### src/rtl/uart_rx_fifo.sv
// uart_rx_fifo: 8N1 oversampling receiver feeding a
// first-word-fall-through byte FIFO for the command parser.
module uart_rx_fifo #(
  parameter int CLKS_PER_BIT = 1736,
  parameter int DEPTH        = 16
) (
  input  logic       CLK100MHZ,
  input  logic       RESET_N,
  input  logic       Uart_RXD,
  output logic [7:0] rx_data,
  output logic       rx_valid,
  input  logic       rx_ready,
  output logic       frame_err,
  output logic       overflow,
  input  logic       overflow_clr,
  output logic       busy
);

  localparam int AW = $clog2(DEPTH);
  localparam int CW = $clog2(CLKS_PER_BIT);
  localparam logic [CW-1:0] HALF = CW'(CLKS_PER_BIT / 2);
  localparam logic [CW-1:0] LAST = CW'(CLKS_PER_BIT - 1);

  typedef enum logic [2:0] {
    IDLE, START, DATA, STOP, WAIT_HIGH
  } state_t;

  state_t        state, state_n;
  logic          rxd_m, rxd_s, rxd_p;
  logic [CW-1:0] cnt;
  logic [2:0]    idx;
  logic [7:0]    sh;
  logic          push_q;
  logic          cnt_clr, shift_en, stop_ok, stop_bad;
  logic          at_last, at_half;

  logic [7:0]    mem [DEPTH];
  logic [AW-1:0] wptr, rptr;
  logic [AW:0]   count;
  logic          pop, full, wr, drop;

  assign at_last = (cnt == LAST);
  assign at_half = (cnt == HALF);

  // two-flop synchroniser plus one history flop for edge detect
  always_ff @(posedge CLK100MHZ or negedge RESET_N) begin
    if (!RESET_N) begin
      rxd_m <= 1'b1;
      rxd_s <= 1'b1;
      rxd_p <= 1'b1;
    end else begin
      rxd_m <= Uart_RXD;
      rxd_s <= rxd_m;
      rxd_p <= rxd_s;
    end
  end

  // receiver state register
  always_ff @(posedge CLK100MHZ or negedge RESET_N) begin
    if (!RESET_N) state <= IDLE;
    else          state <= state_n;
  end

  // receiver next-state logic
  always_comb begin
    state_n = state;
    unique case (state)
      IDLE:      if (rxd_p & ~rxd_s) state_n = START;
      START:     if (at_half) state_n = rxd_s ? IDLE : DATA;
      DATA:      if (at_last && idx == 3'd7) state_n = STOP;
      STOP:      if (at_last) state_n = rxd_s ? IDLE : WAIT_HIGH;
      WAIT_HIGH: if (rxd_s) state_n = IDLE;
      default:   state_n = IDLE;
    endcase
  end

  // receiver decode of counter/shift/stop strobes
  always_comb begin
    cnt_clr  = 1'b0;
    shift_en = 1'b0;
    stop_ok  = 1'b0;
    stop_bad = 1'b0;
    unique case (1'b1)
      (state == IDLE):      cnt_clr = 1'b1;
      (state == START):     cnt_clr = at_half;
      (state == DATA): begin
        cnt_clr  = at_last;
        shift_en = at_last;
      end
      (state == STOP): begin
        cnt_clr  = at_last;
        stop_ok  = at_last & rxd_s;
        stop_bad = at_last & ~rxd_s;
      end
      (state == WAIT_HIGH): cnt_clr = 1'b1;
      default:              cnt_clr = 1'b1;
    endcase
  end

  // bit timing, LSB-first shifter and registered strobes
  always_ff @(posedge CLK100MHZ or negedge RESET_N) begin
    if (!RESET_N) begin
      cnt       <= '0;
      idx       <= '0;
      sh        <= '0;
      push_q    <= 1'b0;
      frame_err <= 1'b0;
    end else begin
      cnt       <= cnt_clr ? '0 : cnt + 1'b1;
      push_q    <= stop_ok;
      frame_err <= stop_bad;
      if (state == START) idx <= '0;
      else if (shift_en)  idx <= idx + 1'b1;
      if (shift_en) sh <= {rxd_s, sh[7:1]};
    end
  end

  assign busy     = (state != IDLE);
  assign rx_valid = (count != '0);
  assign full     = (count == (AW+1)'(DEPTH));
  assign pop      = rx_valid & rx_ready;
  assign wr       = push_q & (~full | pop);
  assign drop     = push_q & full & ~pop;
  assign rx_data  = rx_valid ? mem[rptr] : 8'h00;

  // FIFO storage
  always_ff @(posedge CLK100MHZ) begin
    if (wr) mem[wptr] <= sh;
  end

  // FIFO pointers, occupancy and sticky overflow
  always_ff @(posedge CLK100MHZ or negedge RESET_N) begin
    if (!RESET_N) begin
      wptr     <= '0;
      rptr     <= '0;
      count    <= '0;
      overflow <= 1'b0;
    end else begin
      if (wr)  wptr <= wptr + 1'b1;
      if (pop) rptr <= rptr + 1'b1;
      case ({wr, pop})
        2'b10:   count <= count + 1'b1;
        2'b01:   count <= count - 1'b1;
        default: count <= count;
      endcase
      if (drop)              overflow <= 1'b1;
      else if (overflow_clr) overflow <= 1'b0;
    end
  end

endmodule

### config.mk
export PLATFORM = sky130hd
export DESIGN_NAME = uart_rx_fifo
export DESIGN_NICKNAME = d
export VERILOG_FILES = /design/src/rtl/uart_rx_fifo.sv
export SDC_FILE = /design/constraint.sdc
export NUM_CORES = 1
export LEC_CHECK = 0
export BUFFER_PORTS_ARGS = -buffer_cell sky130_fd_sc_hd__buf_4
export CAP_MARGIN = 25
export CORE_AREA = 8 8 129 131
export DETAILED_ROUTE_END_ITERATION = 7
export DIE_AREA = 0 0 137 139
export GPL_TIMING_DRIVEN = 0
export PLACE_DENSITY = 0.71
export SETUP_SLACK_MARGIN = 0.15
export SYNTH_ARGS = -nofsm -noshare
export SYNTH_HDL_FRONTEND = slang
export SYNTH_SLANG_ARGS = --single-unit
### constraint.sdc
create_clock -name CLK100MHZ -period 4 [get_ports CLK100MHZ]
set_clock_uncertainty 0.2 [all_clocks]
set_input_delay 1 -clock CLK100MHZ [delete_from_list [all_inputs] [get_ports CLK100MHZ]]
set_output_delay 1 -clock CLK100MHZ [all_outputs]
set_load 0.02 [all_outputs]
**Word-level counts from Yosys, hierarchy flattened**

Memory sizes are Yosys's and may differ from the RTL's.
Cells that the tools add are included.

- Bits in registers: 44
- RAM bits: 128
- Memories kept: 1

Memories:

| name | words | bits a word | rd ports | clocked after memory_dff | write ports | RTL line | text |
|---|---|---|---|---|---|---|---|
| mem | 16 | 8 | 1 | 0 | 1 | 37 | `logic [7:0] mem [DEPTH];` |

- $add $sub $neg: 6
- Equality and inequality tests: 15
- Multiplexer cells: 21
- Bitwise operators: 11
- Reductions and logical operators: 9

Operators by type and width:

| operator | number |
|---|---|
| 2-to-1 mux 3 bit | 8 |
| case mux 3 bit (5 select lines) | 1 |
| adder 11 x 1 -> 11 bit, second input constant | 1 |
| == test 11 x 10 -> 1 bit, second input constant | 1 |
| == test 11 bit, second input constant | 1 |
| 2-to-1 mux 11 bit | 1 |
| inequality test 2 bit, second input constant | 5 |
| case mux 5 bit (2 select lines) | 1 |
| adder 4 x 1 -> 4 bit, second input constant | 2 |
| 2-to-1 mux 8 bit | 1 |
| AND 1 bit | 7 |
| 2-to-1 mux 1 bit | 7 |
| == test 3 x 2 -> 1 bit, second input constant | 2 |
| == test 3 bit, second input constant | 2 |
| nonzero test 2 bit | 3 |
| adder 5 x 1 -> 5 bit, second input constant | 1 |
| == test 5 bit, second input constant | 1 |
| AND reduction 5 bit | 1 |
| nonzero test 5 bit | 1 |
| subtractor 5 x 1 -> 5 bit, second input constant | 1 |
| adder 3 x 1 -> 3 bit, second input constant | 1 |
| == test 3 x 1 -> 1 bit, second input constant | 1 |
| logical NOT 3 bit | 1 |
| inverter 1 bit | 3 |
| 8 further kinds | 8 |

**Depth between registers and ports, before layout**

Gate-level depths: netlist of run 1.

- Word-level depth: 6
- Gate-level depth with buffers: 13
- Depth with buffers taken out: 10

**Worst setup path after synthesis of run 1**

OpenSTA, ideal clock, no wires.

- Path kind: input-to-reg
- From: input rx_ready
- To: register count[4]
- Library setup time: 123 ps
- Arrival: 2852 ps
- Path slack: 825 ps
- Cell stages on the path: 12
- Cells stage by stage: nand2b_1 o21a_1 buf_2 inv_2 ha_1 clkbuf_1 xor2_1 ha_1 o211a_1 o31ai_1 a31oi_1 xnor2_1

- Cells in the longest elaborated chain, start to end: 5
- Elaborated cells on any way between the ends: 7
- Those cells by class: 2 x eq/ne; 1 x mux; 3 x bitwise; 1 x reduce/logical

Ends and longest elaborated chain:

| item | RTL line | text |
|---|---|---|
| from (decl) | 12 | `input logic rx_ready,` |
| AND 1 bit * | 121 | `assign pop = rx_valid & rx_ready;` |
| bitwise OR 1 bit | 122 | `assign wr = push_q & (~full \| pop);` |
| AND 1 bit | 122 |  |
| == test 2 x 1 -> 1 bit or == test 2 bit (tied branches) | 141 | `case ({wr, pop})` |
| case mux 5 bit (2 select lines) or nonzero test 2 bit (tied branches) | n/a |  |
| to (signal assigned) | 142 | `2'b10: count <= count + 1'b1;` |
| to (signal assigned) | 143 | `2'b01: count <= count - 1'b1;` |
| to (signal assigned) | 144 | `default: count <= count;` |
| to (decl) | 39 | `logic [AW:0] count;` |

Mark *: on every way between the ends. The rest lies on a longest branch, timed or not.
A chain may end at the register's enable or synchronous reset.

**Worst setup path after layout of run 1**

- From: register rptr[0]
- To: output rx_data[7]

- Cells in the longest elaborated chain, start to end: 2

Ends and longest elaborated chain:

| item | RTL line | text |
|---|---|---|
| from (decl) | 38 | `logic [AW-1:0] wptr, rptr;` |
| from (signal assigned) | 140 | `if (pop) rptr <= rptr + 1'b1;` |
| memory (16 x 8 bit) | n/a |  |
| 2-to-1 mux 8 bit | 124 | `assign rx_data = rx_valid ? mem[rptr] : 8'h00;` |
| to (decl) | 10 | `output logic [7:0] rx_data,` |

Every way passes these cells.

==> results of run 1 <==
worst paths after layout:
| check | startpoint | to | depth (start not counted) |
|---|---|---|---|
| max | rptr[0] | rx_data[7] | 6 |
| min | rxd_m | rxd_s | 0 |
| max reg2reg | count[1] | count[4] | 13 |
| min reg2reg | rxd_m | rxd_s | 0 |
| max in group asynchronous | RESET_N | wptr[3] | 1 |
| min in group asynchronous | RESET_N | cnt[7] | 1 |
power groups by stage:
stage	sequential, W	clock [W]	combinational [W]
after floorplan	0.00206	0	0.000606
after global placement	0.00207	0	0.000753
after global routing	0.00205	0.00168	0.000852
final	0.00204	0.00158	0.000776
after CTS	0.00204	0.00161	0.000792
after detailed placement	0.00207	0	0.000784
state kept, by name, indices dropped and copies added (netlist names), 3 cells and up:
name   cells
sh         8
wptr       4
cnt       11
state      3
idx        3
count      5
rptr       4
mem      128
per-layer routing:
| metal | vias to the layer above | GRT usage [%] | share of wire, % |
|---|---|---|---|
| met5 | - | 0 | 0 |
| met4 | 0 | 5.66 | 1.7 |
| met3 | 17 | 3.84 | 4.6 |
| met2 | 90 | 25.6 | 54 |
| met1 | 1964 | 18.0 | 40 |
| li1 | 1732 | - | - |
cells in the mapped netlist (2+ instances only):
| master | number | area share (%) |
|---|---|---|
| mux2_2 | 10 | 1.6 |
| or3b_2 | 3 | 0.37 |
| o21ai_0 | 4 | 0.28 |
| clkbuf_1 | 14 | 0.73 |
| nand3_1 | 4 | 0.28 |
| mux2i_1 | 18 | 2.5 |
| buf_4 | 2 | 0.21 |
| edfxtp_1 | 128 | 54 |
| xor2_1 | 6 | 0.73 |
| nand2_1 | 15 | 0.79 |
| ha_1 | 13 | 2.3 |
| nor4_1 | 7 | 0.61 |
| xnor2_1 | 15 | 1.8 |
| dfstp_2 | 3 | 1.1 |
| o22ai_1 | 8 | 0.70 |
| dfrtp_1 | 41 | 14 |
| nand4_1 | 4 | 0.35 |
| nor2b_1 | 3 | 0.26 |
| or3_1 | 2 | 0.17 |
| nor3_1 | 9 | 0.63 |
| nand2b_1 | 5 | 0.44 |
| inv_1 | 13 | 0.68 |
| a21oi_1 | 7 | 0.49 |
| and3_1 | 5 | 0.44 |
| mux4_2 | 32 | 10 |
| buf_2 | 5 | 0.35 |
| nor2_1 | 26 | 1.4 |
kinds of logic (layout without fill, tap and decap cells):
group / Yosys count / in the layout
compound gates: 30 / 30
flops: 172 / 172
xor+xnor: 21 / 21
fa+ha+maj: 13 / 13
mux: 60 / 60
buf+inv: 36 / 92
simple gates: 93 / 93
repair_timing:
item / in CTS / in global routing
endpoints found under the setup margin: 6 / 6
gates resized for setup: 2 / 5
endpoints found under the hold margin: 0 / 0
pin swaps: 0 / 0
gates cloned: 0 / 0
setup buffers: 0 / 0
through the flow:
step           hold WS, ns  setup WS (ns)  instance area [sq um]  power [W]  util, %
2_1_floorplan        0.145          0.825                   7150    0.00266        -
3_3_place_gp         0.146          0.419                   7510    0.00282     50.9
3_5_place_dp         0.147          0.428                   7580    0.00286     51.4
4_1_cts              0.157          0.175                   8160    0.00444     55.3
5_1_grt              0.158          0.124                   8160    0.00458     55.3
6_report             0.156          0.268                   8160    0.00439     55.3
critical path, delay by kind of cell (launching register included):
family / cells / cell delay (ns)
multiplexers: 2 / 0.76
buffers and inverters: 3 / 0.83
flip-flops: 1 / 0.37
AO/OA/AOI/OAI: 1 / 0.13
cell type report:
type,instances,area [sq um],share of cell area (%)
Multi-Input combinational cell,217,2080,25.5
Sequential cell,172,4950,60.6
Buffer,22,101,1.24
Timing Repair Buffer,24,170,2.09
Clock buffer,17,425,5.21
Inverter,14,52.6,0.644
Tap cell,188,235,2.88
Clock inverter,15,145,1.78
==> flow_summary.yaml, run 1 <==
floorplan:
  ioPinCount: 17
  fp.coreArea_sq_um: 14800
  start_util_pct: 48.5
  rows: 45
  die_w_um: 137
  dieArea_sq_um: 19000
  fp.dieH_um: 139
pwr:
  p_comb_share_pct: 17.7
  p_per_area_nw_per_um2: 538
  p_int_w: 0.00321
  sw_frac_of_total_pct: 26.8
  peakVddDrop_mv: 0.445
  p_leak_nw: 3.28
  pwr-share-clk_pct: 35.9
  p_seq_share_pct: 46.4
  p_sw_w: 0.00118
sta:
  worst_pin_slew_ns: 0.826
  setup_tns_ns: 0
  grt_setup_unrepaired: "true"
  slew_viol_final: 0
  maxSlewHeadroom_pct: 44.7
  min_period_ns: 3.73
  setup_viol: 0
  finalCritPeriodShare_pct: 93.3
  max_freq_mhz: 268
  hold_violations: 0
yosys:
  synth.area.mux_share_pct: 14.2
  synth_seq_area_share_pct: 69.2
  syn_area_sq_um: 7150
  synth_warnings: 0
  synth_adder_area_share_pct: 2.27
  synth_xor_area_share_pct: 2.57
  synth_area_per_cell_sq_um: 16.8
  synth-seq-cells: 172
  synth_compound_area_share_pct: 2.75
  netlist_instances: 425
  synth-edff-count: 128
  synth_top_family_by_area: "multiplexers"
  ys.flop_type: "edfxtp_1"
  synth.distinct_cells: 50
  async_flop_share_pct: 25.6
  syn_nets: 443
  yosys.area_share.simple_pct: 7.00
worst_setup_path:
  worst-path-max-fanout: 10
  startpoint_type: "flip-flop"
  crit_path_max_incr_delay_ns: 0.56
  cp_common_cell: "buf_2"
  slowest_stage: "mux4_2"
  arrival_ns: 2.53
  cp-end-kind: "output pin"
  r2r_slack_ns: 0.56
  cp_data_required_time_ns: 2.80
  worstSetupPathType: "flip-flop to output pin"
  path_cells: "buf_2 -> buf_2 -> mux4_2 -> mux2i_1 -> o22ai_1 -> buf_4"
clock_tree:
  cts_root_buf: "clkbuf_16"
  clk_latency_ns: 0.43
  postCtsHoldBufs: 0
  clkTransAtPathRegs_ns: 0.06
  cts_buffers: 17
  cts_buffer_depth: 2
  cts_tree: "done"
  cts_sinks: 172
  htreeDepth: 4
cells_and_area:
  antennaDiodeCount: 0
  stdcell_count: 669
  fillCellCount: 1155
  fin_nets: 486
  final_cell_mix: "edfxtp_1 (128), dfrtp_1 (41), mux4_2 (32), nor2_1 (26), buf_4 (22)"
  drive_gt1_share_pct: 25.6
  area_growth_pct: 14.1
  mostFrequentLayoutCell: "edfxtp_1"
placed_design:
  numPortBuffers: 16
  gp_congestion: 0.773
  dp_hpwl_mm: 8.92
  dp.cells: 637
routing:
  drtPass1Iterations: 4
  drtAntennaViolNets: 0
  wl_per_cell_um: 20.2
  drc: 0
  drt_iter0_drc: 281
  vias_per_cell: 5.68
  wl_mm: 13.5
  vias: 3803
global_routing:
  grt_pass1_wl_mm: 21.5
  grt_overflow: 0
  grt_pass1_vias: 3941
  grt_max_degree: 45
  antenna_found_initial: 0
  grt_use_total_pct: 15.1
outcome:
  status: "complete, no violations"
worst_hold_path:
  hold_class: "flip-flop to flip-flop"
job:
  drv_cap: 0
Note: power is estimated with default switching activity, not from simulation.
==> run 2, diff against run 1 <==
- BUFFER_PORTS_ARGS: -buffer_cell sky130_fd_sc_hd__buf_4 -> -buffer_cell sky130_fd_sc_hd__buf_2
- GPL_ROUTABILITY_DRIVEN: default -> 0
- SETUP_SLACK_MARGIN: 0.15 -> default
==> run 2 against run 1 <==
Effect of this change: cell count is 0.15% higher; utilization is 0.20 points higher; register-to-register slack got worse by 0.03 ns; hold slack better by 0.0017 ns; critical endpoint is now rx_data[5].
==> flow_summary.yaml, run 2 (synthesized netlist as in run 1, its figures left out) <==
placed_design:
  numPortBuffers: 16
  dp_hpwl_mm: 8.98
  placed_cell_area_sq_um: 7550
  place_ws_ns: 0.411
clock_tree:
  htreeDepth: 4
  cts_tree: "done"
  cts_sinks: 172
  cts_root_buf: "clkbuf_16"
  cts_buffer_depth: 2
  postCtsHoldBufs: 0
  postCtsResizedCells: 0
  clk_latency_ns: 0.42
  clkTransAtPathRegs_ns: 0.06
  cts_buffers: 17
  postCtsSetupBuffers: 0
floorplan:
  fp.dieH_um: 139
  fp.coreArea_sq_um: 14800
  rows: 45
  die_w_um: 137
  dieArea_sq_um: 19000
  ioPinCount: 17
  start_util_pct: 48.5
sta:
  grt_setup_unrepaired: "false"
  maxSlewHeadroom_pct: 42.2
  worst_pin_slew_ns: 0.867
  min_period_ns: 3.77
  slew_viol_final: 0
  setup_tns_ns: 0
  setup_ws_ns: 0.226
  max_freq_mhz: 265
  finalCritPeriodShare_pct: 94.4
  hold_violations: 0
  fin_hold_ws_ns: 0.157
  setup_viol: 0
routing:
  wl_mm: 13.3
  drtPass1Iterations: 4
  vias: 3732
  drt_iter0_drc: 218
  drtAntennaViolNets: 0
  drc: 0
  wl_per_cell_um: 19.9
  vias_per_cell: 5.57
cells_and_area:
  mostFrequentLayoutCell: "edfxtp_1"
  post-route-util_pct: 55.5
  reg_top3: "mem (128), cnt (11), sh (8)"
  fin_nets: 487
  finish.instance_area_sq_um: 8190
  final_cell_mix: "edfxtp_1 (128), dfrtp_1 (41), mux4_2 (32), nor2_1 (26), buf_2 (21)"
  antennaDiodeCount: 0
  area_growth_pct: 14.5
  largest_register_ffs: 128
  top_register: "mem"
  drive_gt1_share_pct: 24.3
pwr:
  p_seq_share_pct: 45.5
  pwr-share-clk_pct: 37.5
  peakVddDrop_mv: 0.313
  p_comb_share_pct: 16.9
  p_per_area_nw_per_um2: 546
  p_leak_nw: 3.29
  sw_frac_of_total_pct: 25.4
  p_sw_w: 0.00114
  p_int_w: 0.00334
worst_setup_path:
  crit_path_max_incr_delay_ns: 0.72
  cp-end-kind: "output pin"
  startpoint_type: "flip-flop"
  path_cells: "buf_1 -> clkbuf_1 -> mux2i_1 -> o22ai_1 -> buf_2"
  slowest_stage: "clkbuf_1"
  cp_data_required_time_ns: 2.80
  worstSetupPathType: "flip-flop to output pin"
  worst-path-max-fanout: 10
  arrival_ns: 2.57
global_routing:
  grt_overflow: 0
  gr-usage-met2_pct: 25.9
  use_met1_pct: 17.6
  grt_max_degree: 45
  grt_use_total_pct: 15.0
  grt_pass1_vias: 3876
  busiest_layer: "met2"
  gr-usage-met3_pct: 3.48
  antenna_found_initial: 0
  grt_pass1_wl_mm: 21.1
worst_hold_path:
  hold_class: "flip-flop to flip-flop"
outcome:
  status: "complete, no violations"
job:
  drv_cap: 0
run 2: cell count changes in the layout (fill, tap and decap cells not counted), sizes merged:
cell,previous run,this run
buf,32,33
bufinv,2,4
clkbuf,31,33
clkinv,7,8
clkinvlp,3,1
inv,17,14
run 2: power by group through the flow:
stage                     Clock, W  Combinational, W  Sequential (W)
after floorplan                  0          0.000606         0.00206
after global placement           0          0.000744         0.00207
after detailed placement         0          0.000761         0.00207
after CTS                  0.00171          0.000764         0.00204
after global routing       0.00177          0.000836         0.00204
final                      0.00168          0.000757         0.00204
run 2: area by class of cell:
class	count	area, sq um
buffer	22	96.3
clock buffer	19	433
clock inverter	13	174
fill	1133	6560
inverter	14	52.6
multi-input combinational	217	2080
sequential	172	4950
tap	188	235
timing repair buffer	25	168
run 2: path summary, 6_finish.rpt:
path,cells after the start,slack (ns),start,to
worst max-delay path,5,0.23,rptr[3],rx_data[5]
worst min-delay path,0,0.16,rxd_m,rxd_s
worst max register to register,13,0.53,count[1],count[4]
worst min register to register,0,0.16,rxd_m,rxd_s
max in group asynchronous,2,2.74,RESET_N,wptr[3]
min in group asynchronous,1,0.36,RESET_N,cnt[6]
run 2: routing by layer:
layer,vias up,part of all wire (%)
met1,1920,41
met2,75,53
li1,1724,-
met4,0,1.5
met5,-,0
met3,13,4.4
run 2: per-stage QoR:
step | power, W | instances
final | 0.00447 | 670
after global placement | 0.00281 | 629
after global routing | 0.00465 | 670
after detailed placement | 0.00283 | 637
after CTS | 0.00451 | 669
after floorplan | 0.00266 | 425
run 2: worst max-delay path, delay by kind of cell (launching register included):
kind	cells	cell delay, ns
buffers and inverters	3	1.41
AO/OA/AOI/OAI	1	0.24
flip-flops	1	0.32
multiplexers	1	0.19
==> run 3, diff against run 2 <==
- CORE_AREA: 8 8 129 131 -> 4 4 125 127
- DIE_AREA: 0 0 137 139 -> 0 0 129 131
==> run 3 against run 2 <==
Effect of this change: maximum frequency about the same; cell area decreased by 0.49%; utilization increased by 0.98 points; global-route usage increased by 2.3 points; critical endpoint unchanged; highest routed layer unchanged; combinational power decreased by 0.5%; sequential power about the same; via count decreased by 0.19%; power decreased by 1.3%; cell count decreased by 0.75%; critical path type unchanged; critical path depth increased by 1; first-iteration DRC count increased by 15%.
==> flow_summary.yaml, run 3 (synthesized netlist as in run 1, its figures left out) <==
outcome:
  status: "complete, no violations"
sta:
  setup_tns_ns: 0
  worst_pin_slew_ns: 0.863
  grt_setup_unrepaired: "false"
  fin_hold_ws_ns: 0.163
  min_period_ns: 3.78
  slew_viol_final: 0
  max_freq_mhz: 265
  setup_viol: 0
  hold_violations: 0
  maxSlewHeadroom_pct: 42.2
  finalCritPeriodShare_pct: 94.4
pwr:
  p_leak_nw: 3.27
  p_comb_share_pct: 17.1
  p_sw_w: 0.00115
  p_per_area_nw_per_um2: 542
  p_seq_share_pct: 46.1
  p_int_w: 0.00327
  peakVddDrop_mv: 0.278
  pwr-share-clk_pct: 36.8
  sw_frac_of_total_pct: 26.0
global_routing:
  grt_pass1_vias: 3892
  antenna_found_initial: 0
  grt_use_total_pct: 17.3
  grt_pass1_wl_mm: 21.4
  grt_overflow: 0
  grt_max_degree: 45
clock_tree:
  htreeDepth: 4
  cts_tree: "done"
  postCtsResizedCells: 0
  clk_latency_ns: 0.42
  cts_sinks: 172
  cts_root_buf: "clkbuf_16"
  postCtsSetupBuffers: 0
  cts_buffer_depth: 2
  cts_buffers: 17
  postCtsHoldBufs: 0
  clkTransAtPathRegs_ns: 0.06
cells_and_area:
  mostFrequentLayoutCell: "edfxtp_1"
  reg_top3: "mem (128), cnt (11), sh (8)"
  largest_register_ffs: 128
  top_register: "mem"
  area_growth_pct: 13.9
  fin_nets: 487
  final_cell_mix: "edfxtp_1 (128), dfrtp_1 (41), mux4_2 (32), nor2_1 (26), buf_2 (21)"
  antennaDiodeCount: 0
  fillCellCount: 1129
  drive_gt1_share_pct: 24.1
worst_setup_path:
  worstSetupPathType: "flip-flop to output pin"
  crit_path_max_incr_delay_ns: 0.56
  worst-path-max-fanout: 10
  cp_common_cell: "clkbuf_1"
  cp_data_required_time_ns: 2.80
  slowest_stage: "clkbuf_1"
  arrival_ns: 2.58
  cp-end-kind: "output pin"
  path_cells: "clkbuf_1 -> clkbuf_1 -> mux4_2 -> mux2i_1 -> o22ai_1 -> buf_2"
  startpoint_type: "flip-flop"
placed_design:
  dp_hpwl_mm: 8.67
  numPortBuffers: 16
routing:
  vias: 3725
  drc: 0
  vias_per_cell: 5.60
  wl_mm: 13.0
  wl_per_cell_um: 19.5
  drtAntennaViolNets: 0
  drt_iter0_drc: 250
  drtPass1Iterations: 4
floorplan:
  fp.dieH_um: 131
  die_w_um: 129
  start_util_pct: 49.6
  fp.coreArea_sq_um: 14400
  rows: 44
  dieArea_sq_um: 16900
  ioPinCount: 17
worst_hold_path:
  hold_class: "flip-flop to flip-flop"
job:
  drv_cap: 0
==> run 3: worst paths after layout <==
path	slack (ns)	start	cells after the start	end
hold reg to reg	0.16	rxd_m	0	rxd_s
min in group asynchronous	0.27	RESET_N	1	cnt[9]
hold / removal	0.16	rxd_m	0	rxd_s
setup / recovery	0.22	rptr[1]	6	rx_data[5]
max in group asynchronous	2.79	RESET_N	2	rxd_p
setup reg to reg	0.50	count[1]	13	count[4]
==> run 3: final cells by class <==
| type | count | area [sq um] | share of cell area, % |
|---|---|---|---|
| plain buffers | 22 | 96.3 | 1.18 |
| clock buffers | 18 | 429 | 5.27 |
| clock inverters | 13 | 150 | 1.84 |
| inverters | 14 | 52.6 | 0.645 |
| multi-input cells | 217 | 2080 | 25.5 |
| flip-flops and latches | 172 | 4950 | 60.7 |
| well taps | 184 | 230 | 2.83 |
| repair buffers | 25 | 160 | 1.97 |
==> run 3: worst max-delay path, delay by kind of cell (launching register included) <==
family                 cells  cell delay, ns
AOI/OAI and AO/OA          1            0.15
DFF                        1            0.36
muxes                      2            0.62
buffers and inverters      3            1.02
==> run 3: power by group through the flow <==
stage | sequential, W | clock [W] | combinational [W]
6_report | 0.00204 | 0.00162 | 0.000753
5_1_grt | 0.00204 | 0.00174 | 0.000836
4_1_cts | 0.00203 | 0.00166 | 0.000770
3_5_place_dp | 0.00207 | 0 | 0.000763
3_3_place_gp | 0.00207 | 0 | 0.000749
2_1_floorplan | 0.00206 | 0 | 0.000606
==> run 3: routing by layer <==
metal	GRT usage (%)	wire [um]	share of wire (%)
met4	6.98	258	2.0
met1	23.0	5750	44
met2	27.3	6250	48
met3	4.47	710	5.5
met5	0	0	0
==> run 3: through the flow <==
step | setup WS, ns | instance area [sq um] | power [W] | instances | util (%)
finish | 0.225 | 8150 | 0.00441 | 665 | 56.5
floorplan | 0.825 | 7150 | 0.00266 | 425 | -
global placement | 0.198 | 7460 | 0.00282 | 625 | 51.8
global route | 0.0376 | 8150 | 0.00462 | 665 | 56.5
CTS | 0.144 | 8130 | 0.00446 | 664 | 56.4
detailed placement | 0.421 | 7550 | 0.00283 | 633 | 52.3
